===== config.mk =====
export PLATFORM = sky130hd
export DESIGN_NAME = intt_pair_sequencer
export DESIGN_NICKNAME = d
export VERILOG_FILES = /design/src/rtl/intt_pair_sequencer.sv
export SDC_FILE = /design/constraint.sdc
export NUM_CORES = 1
export LEC_CHECK = 0
export BUFFER_PORTS_ARGS = -buffer_cell sky130_fd_sc_hd__buf_4
export CAP_MARGIN = 20
export CELL_PAD_IN_SITES_DETAIL_PLACEMENT = 1
export CELL_PAD_IN_SITES_GLOBAL_PLACEMENT = 2
export CORE_UTILIZATION = 46
export DETAILED_ROUTE_END_ITERATION = 10
export GPL_TIMING_DRIVEN = 0
export HOLD_SLACK_MARGIN = 0.02
export PLACE_DENSITY_LB_ADDON = 0.1
export SYNTH_ARGS = -nofsm -noshare
export SYNTH_HDL_FRONTEND = slang
export SYNTH_SLANG_ARGS = --single-unit

===== constraint.sdc =====
create_clock -name clk -period 2.85 [get_ports clk]
set_input_delay 0 -clock clk [delete_from_list [all_inputs] [get_ports clk]]
set_output_delay 0 -clock clk [all_outputs]
set_load 0.02 [all_outputs]

===== src/rtl/intt_pair_sequencer.sv =====
// intt_pair_sequencer: captures one DEPTH-word coefficient block over a valid/ready
// stream, then replays it as 2**LOOP_W registered (a, b) butterfly-partner pairs with
// the data_loop index consumed by the INTT switch stage. Requires DEPTH >= 2.
module intt_pair_sequencer #(
  parameter int unsigned DATA_W = 16,
  parameter int unsigned DEPTH  = 32,
  parameter int unsigned LOOP_W = 6
) (
  input  logic              clk,
  input  logic              rst_n,
  input  logic              start,
  input  logic              in_valid,
  input  logic [DATA_W-1:0] in_data,
  output logic              in_ready,
  output logic [DATA_W-1:0] a,
  output logic [DATA_W-1:0] b,
  output logic [LOOP_W-1:0] data_loop,
  output logic              out_valid,
  output logic              busy,
  output logic              done
);

  localparam int unsigned       AddrW    = $clog2(DEPTH);
  localparam int unsigned       LastBeat = (2 ** LOOP_W) - 1;
  localparam logic [AddrW-1:0]  LastWord = AddrW'(DEPTH - 1);
  // Partner offset: flipping the top address bit pairs word k with word k + DEPTH/2.
  localparam logic [AddrW-1:0]  HalfIdx  = AddrW'(DEPTH / 2);

  typedef enum logic [1:0] {StIdle, StLoad, StStream, StDone} state_e;

  state_e              state_q, state_d;
  logic [AddrW-1:0]    wr_cnt_q, wr_cnt_d;
  logic [LOOP_W-1:0]   beat_q, beat_d;
  logic [DATA_W-1:0]   a_q, a_d;
  logic [DATA_W-1:0]   b_q, b_d;
  logic [DATA_W-1:0]   mem_q [DEPTH];
  logic                accept;
  logic [AddrW-1:0]    rd_a_idx;
  logic [AddrW-1:0]    rd_b_idx;

  assign accept = (state_q == StLoad) && in_valid;

  // State register.
  always_ff @(posedge clk or negedge rst_n) begin
    if (!rst_n) begin
      state_q <= StIdle;
    end else begin
      state_q <= state_d;
    end
  end

  // Next-state: start only matters in idle; stream length is fixed, no backpressure.
  always_comb begin
    state_d = state_q;
    case (state_q)
      StIdle:   if (start) state_d = StLoad;
      StLoad:   if (accept && (wr_cnt_q == LastWord)) state_d = StStream;
      StStream: if (beat_q == LOOP_W'(LastBeat)) state_d = StDone;
      StDone:   state_d = StIdle;
      default:  state_d = StIdle;
    endcase
  end

  // Output decode from the registered state.
  always_comb begin
    in_ready  = (state_q == StLoad);
    out_valid = (state_q == StStream);
    busy      = (state_q != StIdle);
    done      = (state_q == StDone);
  end

  // Write pointer and beat counter; beat_q stays zero outside the stream so data_loop
  // reads as a clean zero whenever out_valid is low.
  always_comb begin
    wr_cnt_d = wr_cnt_q;
    if (state_q == StIdle) begin
      wr_cnt_d = '0;
    end else if (accept) begin
      wr_cnt_d = wr_cnt_q + AddrW'(1);
    end
    beat_d = '0;
    if ((state_q == StStream) && (state_d == StStream)) begin
      beat_d = beat_q + LOOP_W'(1);
    end
  end

  assign rd_a_idx = beat_d[AddrW-1:0];
  assign rd_b_idx = rd_a_idx ^ HalfIdx;

  // Pair fetch for the beat about to be presented; the word being written on this
  // same edge is forwarded from in_data so beat 0 never sees a stale entry.
  always_comb begin
    a_d = '0;
    b_d = '0;
    if (state_d == StStream) begin
      a_d = (accept && (rd_a_idx == wr_cnt_q)) ? in_data : mem_q[rd_a_idx];
      b_d = (accept && (rd_b_idx == wr_cnt_q)) ? in_data : mem_q[rd_b_idx];
    end
  end

  // Counters and output pair registers.
  always_ff @(posedge clk or negedge rst_n) begin
    if (!rst_n) begin
      wr_cnt_q <= '0;
      beat_q   <= '0;
      a_q      <= '0;
      b_q      <= '0;
    end else begin
      wr_cnt_q <= wr_cnt_d;
      beat_q   <= beat_d;
      a_q      <= a_d;
      b_q      <= b_d;
    end
  end

  // Coefficient buffer; contents are don't-care after reset so it carries no reset.
  always_ff @(posedge clk) begin
    if (accept) begin
      mem_q[wr_cnt_q] <= in_data;
    end
  end

  assign a         = a_q;
  assign b         = b_q;
  assign data_loop = beat_q;

endmodule


* Word-level counts from Yosys, hierarchy flattened
Memory sizes are Yosys's and may differ from the RTL's. Index checks and enable logic that the tools add are counted.
Operators by class: add/sub/neg operators 2, multiply operators 0, divide/modulo/power cells 0, $lt $le $gt $ge 0, equal/unequal tests 8, shift-type cells 0, multiplexer cells 13, bitwise gates (word level) 1, reduce and logical (&&, ||, !) cells 8
Operators by type and width (count):
- two-way mux 16 bit | 4
- == test 5 bit | 2
- two-way mux 5 bit | 2
- case mux 2 bit (4 select lines) | 1
- adder 6 x 1 -> 6 bit, second input constant | 1
- == test 2 bit, second input constant | 3
- == test 6 bit, second input constant | 1
- two-way mux 2 bit | 3
- two-way mux 6 bit | 1
- adder 5 x 1 -> 5 bit, second input constant | 1
- == test 5 bit, second input constant | 1
- logical AND 1 bit | 5
- nonzero test 2 bit | 2
- == test 2 x 1 -> 1 bit, second input constant | 1
- logical NOT 2 bit | 1
- two-way mux 1 bit | 2
- NOT 1 bit | 1
Storage, ports and cells: bits in registers 45, latch bits 0, bits in writable memories 512, bits in read-only memories 0, bits of input ports 20, memories 1
Memories:
- mem_q | words 32, bits a word 16, read ports 2, clocked after Yosys merged registers in 0, wr ports 1, RTL line 36 | logic [DATA_W-1:0] mem_q [DEPTH];

* Longest topological paths before layout
Gate-level depths: netlist of run 1.
word-level depth 13, gate-level depth with buffers 10, gate-level depth less buffers 8

* Worst setup path before layout of run 1
No wires, ideal clock.
path kind register to register, from register state_q[1], to memory mem_q[31][0] (enable), setup time 0.388 ns, arrival 2.329 ns, data required time 2.462 ns, slack 0.133 ns, stages on the path, launching flop included 6, buffers on the path 1, cell sequence dfrtp_1 -> nor2b_1 -> and2_1 -> clkbuf_1 -> nand2_1 -> nor2_1
On the way: longest elaborated chain between the ends 4
Ends and longest elaborated chain:
- start: declaration | RTL line 31 | state_e state_q, state_d;
- start signal: assignment | RTL line 46 | state_q <= StIdle;
- start signal: assignment | RTL line 48 | state_q <= state_d;
- == test 2 x 1 -> 1 bit
- named net in_ready | RTL line 14 | output logic in_ready,
- logical AND 1 bit | RTL line 41 | assign accept = (state_q == StLoad) && in_valid;
- two-way mux 1 bit | RTL line 118 | if (accept) begin
- two-way mux 1 bit (implied by the code) | RTL line 119 | mem_q[wr_cnt_q] <= in_data;
- end: declaration | RTL line 36
The timed path passes the listed nets, and every way through them passes these cells.

* Final worst setup path of run 1
from register beat_q[2], in the netlist data_loop[2], to register b_q[6], in the netlist b[6]
On the way: longest elaborated chain between the ends 11
Ends and longest elaborated chain:
- start: declaration | RTL line 33 | logic [LOOP_W-1:0] beat_q, beat_d;
- start signal: assignment | RTL line 110 | beat_q <= beat_d;
- branches (longest 10 deep; another with memory read (32 x 16 bit))
- two-way mux 16 bit * | RTL line 95 | if (state_d == StStream) begin
- named net b_d[6] | RTL line 35 | logic [DATA_W-1:0] b_q, b_d;
- end signal: assignment | RTL line 107 | b_q <= '0;
- end signal: assignment | RTL line 112 | b_q <= b_d;
- end: declaration | RTL line 35
Mark *: on every way through the listed nets, which the timed path passes. A chain may end at the register's enable or synchronous reset.

==> flow_metrics.env, run 1 <==
export IMPL_synth_cell_area_um2=24110
export IMPL_tightest_slew_ps=819.5
export IMPL_layout_common_cells="edfxtp_1, o211ai_1, buf_4"
export IMPL_rows=83
export IMPL_setup_viol=20
export IMPL_worstPathArrival_ps=3410
export IMPL_synth_main_ff_cell="edfxtp_1"
export IMPL_clkTransAtPathRegs_ps=60
export IMPL_critPathKind="flip-flop to flip-flop"
export IMPL_cts_tree="done"
export IMPL_drt_iter0_drc=1653
export IMPL_die_area_um2=53330
export IMPL_layout_commonest_cell="edfxtp_1"
export IMPL_final_cells=2640
export IMPL_antenna_found_initial=4
export IMPL_synth_seq_cells=557
export IMPL_drt_pass1_iter_count=5
export IMPL_syn_mean_instance_area_um2=14.16
export IMPL_worstSkewPairLatency_ps=630
export IMPL_outcome="finished with violations"
export IMPL_gr_total_overflow=0
export IMPL_cp_data_required_time_ps=3320
export IMPL_yosysWarnings=0
export IMPL_tns_ps=-825.9
export IMPL_relSlewSlack_pct=44.91
export IMPL_place_ws_ps=-1439
export IMPL_final_max_slew_viol_count=0
export IMPL_start_util_pct=46.81
export IMPL_final_nets=1936
export IMPL_route_detailed_drc=0
export IMPL_routed_via_density=6.565
export IMPL_violations="negative setup slack"
export IMPL_hold_slack_ps=312.5
export IMPL_port_buffers=61
export IMPL_htree_num_levels=2
export IMPL_peakVddDrop_v=0.0005989
export IMPL_die_y_um=230.9
export IMPL_grt_use_total_pct=34.47
export IMPL_synth_edff_count=512
export IMPL_worstSetupStartpointType="flip-flop"
export IMPL_synth_top_cell_area_share_pct=63.77
export IMPL_critPathMaxFanout=10
export IMPL_synth_top_area_cell="edfxtp_1"
export IMPL_grt_pass1_wl_um=128700
export IMPL_num_io_pins=62
export IMPL_grt_pass1_vias=17460
export IMPL_maxCapViolCount=0
export IMPL_postSynth_asyncResetShare_pct=8.079
export IMPL_hpwlAfterDp_um=61490
export IMPL_syn_num_nets=1729
export IMPL_routed_wl_um=92010
export IMPL_diodes=0
export IMPL_clock_skew_ps=18.78
export IMPL_numCtsBuffers=58
export IMPL_place_gp_congestion=0.9880
export IMPL_synth_cell_types=48
export IMPL_min_delay_path_class="input pin to flip-flop"
export IMPL_post_route_period_util_pct=103.4
export IMPL_finalWorstSetupSlack_ps=-97.87
export IMPL_grt_max_degree=46
export IMPL_period_needed_ps=2948
export IMPL_finalHoldViolCount=0
export IMPL_cp_end_kind="flip-flop"
export IMPL_ant_nets=0
export IMPL_drive_gt1_share_pct=31.43
export IMPL_cts_root_buf="clkbuf_16"
export IMPL_total_leakage_power_uw=0.009506
export IMPL_fin_util_pct=58.77
export IMPL_rsz0062_at_grt="yes"
export IMPL_synthCells=1703
export IMPL_wl_per_cell_um=34.85
export IMPL_core_area_um2=51510
export IMPL_syn_to_final_growth_pct=25.56
export IMPL_power_density_nw_per_um2=627.4
export IMPL_cts_sinks=557
export IMPL_vias=17330
export IMPL_synthTopCellsByArea="edfxtp_1, o211ai_1, dfrtp_1"
export IMPL_die_w_um=230.9
export IMPL_max_freq_mhz=339.2
export IMPL_yosysSeqAreaShare_pct=68.44
export IMPL_clockBufferDepth=3
export IMPL_dp_cells=2462
==> final cells by class <==
type | instances | area, um^2
repair buffers | 150 | 1399
plain buffers | 143 | 1126
clock inverters | 20 | 212.7
fillers | 4829 | 21240
clock buffers | 90 | 1777
well taps | 680 | 850.8
multi-input cells | 995 | 8381
inverters | 5 | 18.77
flip-flops and latches | 557 | 16510
==> what timing repair did <==
| action | 4_1_cts | 5_1_grt |
|---|---|---|
| endpoints found under the hold margin | 561 | 0 |
| pin swaps | 71 | 76 |
| hold buffers | 22 | 0 |
| setup buffers | 20 | 27 |
| cloned | 0 | 2 |
| endpoints found under the setup margin | 542 | 418 |
| resized for setup | 284 | 195 |
==> logic make-up (layout without fill, tap and decap cells) <==
| group | after synthesis | in the layout | share of synthesized area, % |
|---|---|---|---|
| flip-flops | 557 | 557 | 68.44 |
| multiplexers | 129 | 129 | 5.688 |
| AND/OR/NAND/NOR | 407 | 407 | 8.526 |
| buffers and inverters | 151 | 408 | 2.615 |
| XOR/XNOR | 7 | 7 | 0.3477 |
| adder cells (fa/ha/maj) | 6 | 6 | 0.3114 |
| AO/OA/AOI/OAI | 446 | 446 | 14.07 |
==> path summary, 6_finish.rpt <==
path,start,endpoint,slack [ps],cells after the start
setup / recovery,data_loop[2],b[6],-100,8
hold / removal,in_valid,wr_cnt_q[0],310,4
setup reg to reg,data_loop[2],b[6],-100,8
hold reg to reg,wr_cnt_q[1],wr_cnt_q[1],650,2
max in group asynchronous,rst_n,data_loop[2],2120,4
min in group asynchronous,rst_n,b[15],420,4
==> layer usage <==
metal / global-route usage, % / share of wire, %
met5: 0 / 0
met4: 12.62 / 3.9
met3: 6.460 / 7.6
met2: 54.78 / 47
met1: 47.23 / 42
==> worst max-delay path, cell delays in order (launching register included) <==
cell	delay (ps)
dfrtp_2	510
and3_1	230
a31oi_4	250
buf_8	220
buf_2	290
o221ai_1	180
o211ai_1	390
o2111ai_1	210
a221oi_2	490
==> power breakdown <==
group	total [uW]	internal, uW	switching, uW
Sequential	9450	9310	140
Clock	7850	4640	3200
Combinational	1700	441	1260
==> metrics by stage <==
step | area (um^2) | power (uW)
after detailed placement | 25700 | 10890
after CTS | 29260 | 18910
after global routing | 30270 | 19420
after global placement | 25420 | 10780
after floorplan | 24110 | 10180
final | 30270 | 18990
==> registers in the layout (all words and copies together) (netlist names) <==
name       cells
wr_cnt_q       5
state_q        2
mem_q        512
a             16
data_loop      6
b             16
==> cell usage after synthesis (50+ instances only) <==
library cell,instances
o221ai_1,128
mux2_2,64
nor2_1,130
a21oi_1,67
nand2b_1,66
edfxtp_1,512
mux2i_1,65
nand2_1,81
o211ai_1,160
clkbuf_1,82
nor3_1,50
No activity file was read; power rests on OpenSTA's default activity.
==> run 2: changes to the inputs <==
--- a/config.mk
+++ b/config.mk
@@ -10,8 +10,8 @@
 export CELL_PAD_IN_SITES_DETAIL_PLACEMENT = 1
 export CELL_PAD_IN_SITES_GLOBAL_PLACEMENT = 2
 export CORE_UTILIZATION = 46
+export CTS_CLUSTER_SIZE = 8
 export DETAILED_ROUTE_END_ITERATION = 10
-export GPL_TIMING_DRIVEN = 0
 export HOLD_SLACK_MARGIN = 0.02
 export PLACE_DENSITY_LB_ADDON = 0.1
 export SYNTH_ARGS = -nofsm -noshare
==> run 2 against run 1 <==
The flow now finishes without violations; clock power is 14% higher; total power increased by 4.1%; first-iteration DRC count fell by 10%; critical endpoint is now a[13]; sequential share of layout area up 2.4 points; final cell count is 0.83% lower; worst hold slack improved by 12 ps; non-clock buffer count is 59 lower; sequential cell count unchanged; utilization decreased by 2.5 points; worst setup slack improved by 220 ps; clock skew shrank 2.4 ps.
==> flow_metrics.env, run 2 (synthesis gave the netlist of run 1 again) <==
export IMPL_grt_pass1_vias=17430
export IMPL_cts_root_buf="clkbuf_16"
export IMPL_finalHoldViolCount=0
export IMPL_r2r_end="a[13]"
export IMPL_cp_startpoint="data_loop[0]"
export IMPL_cts_tree="done"
export IMPL_clock_skew_ps=16.41
export IMPL_die_w_um=230.9
export IMPL_pwr_share_seq_pct=47.7
export IMPL_max_freq_mhz=366.0
export IMPL_cp_data_required_time_ps=3270
export IMPL_drive_gt1_share_pct=20.23
export IMPL_die_area_um2=53330
export IMPL_clockPowerShare_pct=45.3
export IMPL_hpwlAfterDp_um=49380
export IMPL_critPathKind="flip-flop to flip-flop"
export IMPL_min_delay_path_class="input pin to flip-flop"
export IMPL_route_detailed_drc=0
export IMPL_clkTransAtPathRegs_ps=60
export IMPL_relSlewSlack_pct=39.35
export IMPL_cp_end_kind="flip-flop"
export IMPL_numCtsBuffers=79
export IMPL_worstSkewPairLatency_ps=610
export IMPL_critPathMaxFanout=26
export IMPL_grt_use_total_pct=30.51
export IMPL_antenna_found_initial=3
export IMPL_top_usage_layer="met2"
export IMPL_vias=16710
export IMPL_layout_commonest_cell="edfxtp_1"
export IMPL_htree_num_levels=3
export IMPL_clockBufferDepth=3
export IMPL_worstSetupStartpointType="flip-flop"
export IMPL_r2r_slack_ps=120
export IMPL_met2_usage_pct=48.83
export IMPL_start_util_pct=46.81
export IMPL_core_area_um2=51510
export IMPL_fillers=4968
export IMPL_layout_common_cells="edfxtp_1, buf_4, o211ai_1"
export IMPL_switchingPower_uw=4569
export IMPL_routed_via_density=6.383
export IMPL_cts_sinks=557
export IMPL_drt_pass1_iter_count=5
export IMPL_place_gp_congestion=0.8868
export IMPL_peakVddDrop_v=0.0005833
export IMPL_outcome="complete, no violations"
export IMPL_gr_total_overflow=0
export IMPL_die_y_um=230.9
export IMPL_total_leakage_power_uw=0.009163
export IMPL_tns_ps=0
export IMPL_post_route_period_util_pct=95.86
export IMPL_use_met1_pct=41.02
export IMPL_rsz0062_at_grt="no"
export IMPL_ant_nets=0
export IMPL_placed_cell_area_um2=26360
export IMPL_largest_register_ffs=512
export IMPL_top_register="mem_q"
export IMPL_worstSetupEndpoint="a[13]"
export IMPL_r2r_start="data_loop[0]"
export IMPL_period_needed_ps=2732
export IMPL_p_total_uw=19780
export IMPL_grt_max_degree=73
export IMPL_worstPathArrival_ps=3160
export IMPL_port_buffers=61
export IMPL_final_nets=1898
export IMPL_grt_pass1_wl_um=117900
export IMPL_r2r_cells=9
export IMPL_routed_wl_um=79930
export IMPL_drt_iter0_drc=1483
export IMPL_rows=83
export IMPL_final_max_slew_viol_count=0
export IMPL_power_density_nw_per_um2=682.3
export IMPL_diodes=0
export IMPL_num_io_pins=62
export IMPL_tightest_slew_ps=909.8
export IMPL_combinationalPowerShare_pct=7.0
export IMPL_maxCapViolCount=0
export IMPL_wl_per_cell_um=30.53
export IMPL_p_int_uw=15210
export IMPL_stdcell_area_um2=28990
export IMPL_power_share_switching_pct=23.10
export IMPL_use_met3_pct=4.990
export IMPL_syn_to_final_growth_pct=20.23
export IMPL_setup_viol=0
## run 2: what timing repair did
item | in CTS | in global routing
hold endpoints to repair | 591 | 0
setup endpoints to repair | 0 | 7
resized for setup | 0 | 1
hold buffers | 22 | 0
setup buffers | 0 | 3
## run 2: layout make-up
cell class                      instances  area, um^2  area share [%]
Tap cell                              680       850.8           2.935
Clock buffer                          145        2341           8.076
Timing Repair Buffer                  234        2167           7.476
Sequential cell                       557       16500           56.94
Multi-Input combinational cell        995        7081           24.43
Clock inverter                          2       25.02         0.08633
Inverter                                5       18.77         0.06474
## run 2: power by group through the flow
stage,logic (uW),registers (uW),clock network [uW]
3_3_place_gp,1280,9580,0
6_report,1380,9430,8970
3_5_place_dp,1330,9590,0
4_1_cts,1370,9430,9100
5_1_grt,1450,9460,9430
2_1_floorplan,619,9560,0
## run 2: layer usage
metal | routed length [um] | vias to the layer above
li1 | - | 7205
met1 | 33890 | 8664
met2 | 38120 | 637
met3 | 4419 | 198
met4 | 3459 | 6
met5 | 42 | -
## run 2: through the flow
step	hold WS [ps]	setup WS [ps]	std cells	utilization, %
2_1_floorplan	-295.6	132.8	1703	-
3_3_place_gp	83.97	136.0	2446	51.18
3_5_place_dp	94.35	128.4	2446	51.18
4_1_cts	295.4	59.87	2615	56.22
5_1_grt	334.5	2.947	2618	56.28
6_report	324.7	117.9	2618	56.28
## run 2: critical path: stages (launching register included)
cell	delay [ps]
dfrtp_4	490
ha_4	280
nor2_1	270
o211ai_4	150
buf_12	190
buf_4	190
o221ai_1	450
o211ai_1	230
o2111ai_1	150
a221oi_1	110
## run 2: worst min path at each step
stage                   from  slack [ps]           end  depth (start not counted)
CTS                 in_valid         300   wr_cnt_q[4]                          5
global route        in_valid         330   wr_cnt_q[0]                          4
finish              in_valid         320   wr_cnt_q[4]                          5
floorplan              rst_n        -300          a[0]                          0
global placement       rst_n          80    state_q[0]                          1
detailed placement     rst_n          90  data_loop[5]                          1
==> run 3: changes to the inputs <==
--- a/config.mk
+++ b/config.mk
@@ -5,11 +5,12 @@
 export SDC_FILE = /design/constraint.sdc
 export NUM_CORES = 1
 export LEC_CHECK = 0
+export ABC_AREA = 1
 export BUFFER_PORTS_ARGS = -buffer_cell sky130_fd_sc_hd__buf_4
 export CAP_MARGIN = 20
 export CELL_PAD_IN_SITES_DETAIL_PLACEMENT = 1
 export CELL_PAD_IN_SITES_GLOBAL_PLACEMENT = 2
-export CORE_UTILIZATION = 46
+export CORE_UTILIZATION = 42
 export CTS_CLUSTER_SIZE = 8
 export DETAILED_ROUTE_END_ITERATION = 10
 export HOLD_SLACK_MARGIN = 0.02
==> run 3 against run 2 <==
Sequential power increased by 0.8%; synthesized area increased by 0.35%; wire length increased by 0.96%; synthesized cell count increased by 33%; worst hold slack improved by 48 ps; sequential share of layout area increased by 0.92 points; clock skew increased by 2.8 ps; critical path depth increased by 6; utilization decreased by 5.9 points; cell area decreased by 1.6%; critical path type unchanged; highest routed layer unchanged.
==> flow_metrics.env, run 3 <==
export IMPL_ant_nets=0
export IMPL_hpwlAfterDp_um=49160
export IMPL_synth_seq_cells=557
export IMPL_synthAdderAreaFrac_pct=0.3103
export IMPL_p_total_uw=19490
export IMPL_min_delay_path_class="input pin to flip-flop"
export IMPL_synth_top_cell_area_share_pct=63.54
export IMPL_rows=87
export IMPL_htree_num_levels=3
export IMPL_cp_data_required_time_ps=3340
export IMPL_routed_wl_um=80700
export IMPL_final_nets=2415
export IMPL_final_max_slew_viol_count=0
export IMPL_period_needed_ps=2741
export IMPL_synth_top_area_cell="edfxtp_1"
export IMPL_route_detailed_drc=0
export IMPL_synthTopCellsByArea="edfxtp_1, nand3_1, nand2_1"
export IMPL_synth_edff_count=512
export IMPL_clock_skew_ps=19.25
export IMPL_cts_root_buf="clkbuf_16"
export IMPL_tns_ps=0
export IMPL_synth_top_family_by_area="simple AND/OR/NAND/NOR gates"
export IMPL_worstSkewPairLatency_ps=610
export IMPL_routed_via_density=5.645
export IMPL_layout_common_cells="edfxtp_1, nand2_1, nand3_1"
export IMPL_worstSetupStartpointType="flip-flop"
export IMPL_max_freq_mhz=364.8
export IMPL_tightest_slew_ps=732.9
export IMPL_drive_gt1_share_pct=12.43
export IMPL_finalHoldViolCount=0
export IMPL_synthCells=2268
export IMPL_clkTransAtPathRegs_ps=50
export IMPL_worstPathCellList="ha_1 -> nand2_2 -> nor2_2 -> nand2_4 -> nand2_2 -> nor3_4 -> clkinv_4 -> buf_12 -> nand3_1 -> nand3_1 -> buf_4 -> nand3_1 -> nand3_1 -> nand2_1 -> inv_1"
export IMPL_hold_slack_ps=372.4
export IMPL_top_register="mem_q"
export IMPL_syn_to_final_growth_pct=17.91
export IMPL_die_area_um2=58570
export IMPL_antenna_found_initial=4
export IMPL_synthTopCellsByCount="edfxtp_1, nand2_1, nand3_1"
export IMPL_yosysSeqAreaShare_pct=68.20
export IMPL_core_area_um2=56600
export IMPL_cts_sinks=557
export IMPL_slowest_stage="dfrtp_4"
export IMPL_synthXorXnorAreaFrac_pct=0.1862
export IMPL_relSlewSlack_pct=51.14
export IMPL_outcome="complete, no violations"
export IMPL_fin_util_pct=50.40
export IMPL_cts_tree="done"
export IMPL_die_w_um=242.0
export IMPL_grt_pass1_vias=18620
export IMPL_worstPathArrival_ps=3230
export IMPL_wl_per_cell_um=25.39
export IMPL_place_ws_ps=65.36
export IMPL_setup_viol=0
export IMPL_num_io_pins=62
export IMPL_fillers=6022
export IMPL_syn_mean_instance_area_um2=10.67
export IMPL_synth_cell_types=30
export IMPL_critPathMaxFanout=18
export IMPL_place_gp_congestion=0.8034
export IMPL_synthMuxAreaShare_pct=0
export IMPL_maxCapViolCount=0
export IMPL_drt_iter0_drc=1461
export IMPL_postSynth_asyncResetShare_pct=8.079
export IMPL_port_buffers=61
export IMPL_cpPeakStageDelay_ps=480
export IMPL_drt_pass1_iter_count=5
export IMPL_power_density_nw_per_um2=683.3
export IMPL_total_leakage_power_uw=0.01175
export IMPL_cpMostUsedCell="nand3_1"
export IMPL_synth_cell_area_um2=24200
export IMPL_finalWorstSetupSlack_ps=108.6
export IMPL_start_util_pct=42.75
export IMPL_yosys_area_share_simple_pct=25.18
export IMPL_die_y_um=242.0
export IMPL_post_route_period_util_pct=96.19
export IMPL_grt_pass1_wl_um=120700
export IMPL_synth_main_ff_cell="edfxtp_1"
export IMPL_yosysMostFrequentCell="edfxtp_1"
export IMPL_syn_num_nets=2294
export IMPL_synth_compound_area_share_pct=0.2172
export IMPL_gr_total_overflow=0
export IMPL_cp_end_kind="flip-flop"
export IMPL_largest_register_ffs=512
export IMPL_grt_max_degree=112
export IMPL_clockBufferDepth=3
export IMPL_peakVddDrop_v=0.0004484
export IMPL_layout_commonest_cell="edfxtp_1"
export IMPL_critPathKind="flip-flop to flip-flop"
export IMPL_yosysWarnings=0
export IMPL_numCtsBuffers=79
export IMPL_vias=17940
export IMPL_grt_use_total_pct=27.79
run 3: cell count changes in the layout (fill, tap and decap cells not counted), sizes merged, moves of 67 or more:
cell | previous run | this run
nand3 | 11 | 461
nand2 | 81 | 476
nor2 | 132 | 236
o221ai | 128 | 0
nand2b | 67 | 0
o211ai | 161 | 0
inv | 6 | 201
nand4 | 1 | 162
run 3: layer usage:
metal	GRT usage, %	wire length (um)	up-vias
met2	45.46	38950	488
met3	4.896	4288	157
met5	0	27	-
met4	11.58	3209	4
met1	36.55	34230	9203
li1	-	-	8087
run 3: final timing paths:
check | startpoint | slack [ps] | cells past startpoint | to
max | data_loop[0] | 110 | 15 | b[2]
max in group asynchronous | rst_n | 1910 | 4 | data_loop[0]
max reg2reg | data_loop[0] | 110 | 15 | b[2]
min | start | 370 | 4 | state_q[0]
min in group asynchronous | rst_n | 420 | 3 | b[11]
min reg2reg | data_loop[5] | 630 | 2 | data_loop[5]
run 3: cell type report:
| type | count | area, um^2 | area share, % |
|---|---|---|---|
| antenna | 1 | 2.502 | 0.008772 |
| clock buffer | 109 | 2153 | 7.548 |
| clock inverter | 4 | 37.54 | 0.1316 |
| inverter | 201 | 764.5 | 2.680 |
| multi-input combinational | 1357 | 6360 | 22.29 |
| sequential | 557 | 16500 | 57.85 |
| tap | 756 | 945.9 | 3.316 |
| timing repair buffer | 193 | 1760 | 6.171 |
run 3: what timing repair did:
item	CTS	global route
buffers inserted	0	5
setup endpoints to repair	0	16
gates resized for setup	0	19
hold endpoints to repair	563	0
hold buffers	21	0
run 3: metrics by stage:
step	cells	area, um^2
3_5_place_dp	3037	25980
2_1_floorplan	2268	24200
5_1_grt	3177	28530
3_3_place_gp	3037	25980
6_report	3178	28530
4_1_cts	3171	28390
run 3: critical path, delay by kind of cell (launching register included):
family                   cells  cell delay, ps
adder cells (fa/ha/maj)      1             230
buffers and inverters        4             590
flip-flops                   1             480
AND/OR/NAND/NOR             10            1270
run 3: power breakdown:
group / switching (uW) / total [uW] / internal, uW
logic: 1050 / 1400 / 351
registers: 164 / 9510 / 9340
clock network: 3420 / 8590 / 5170
run 3: kinds of logic (layout without fill, tap and decap cells):
group | after synthesis | count (layout)
adders and majority gates | 6 | 6
xor gates and xnor gates | 3 | 3
buffers and inverters | 354 | 507
AOI/OAI and AO/OA | 9 | 9
DFF | 557 | 557
and+or+nand+nor | 1339 | 1339
other | 0 | 1
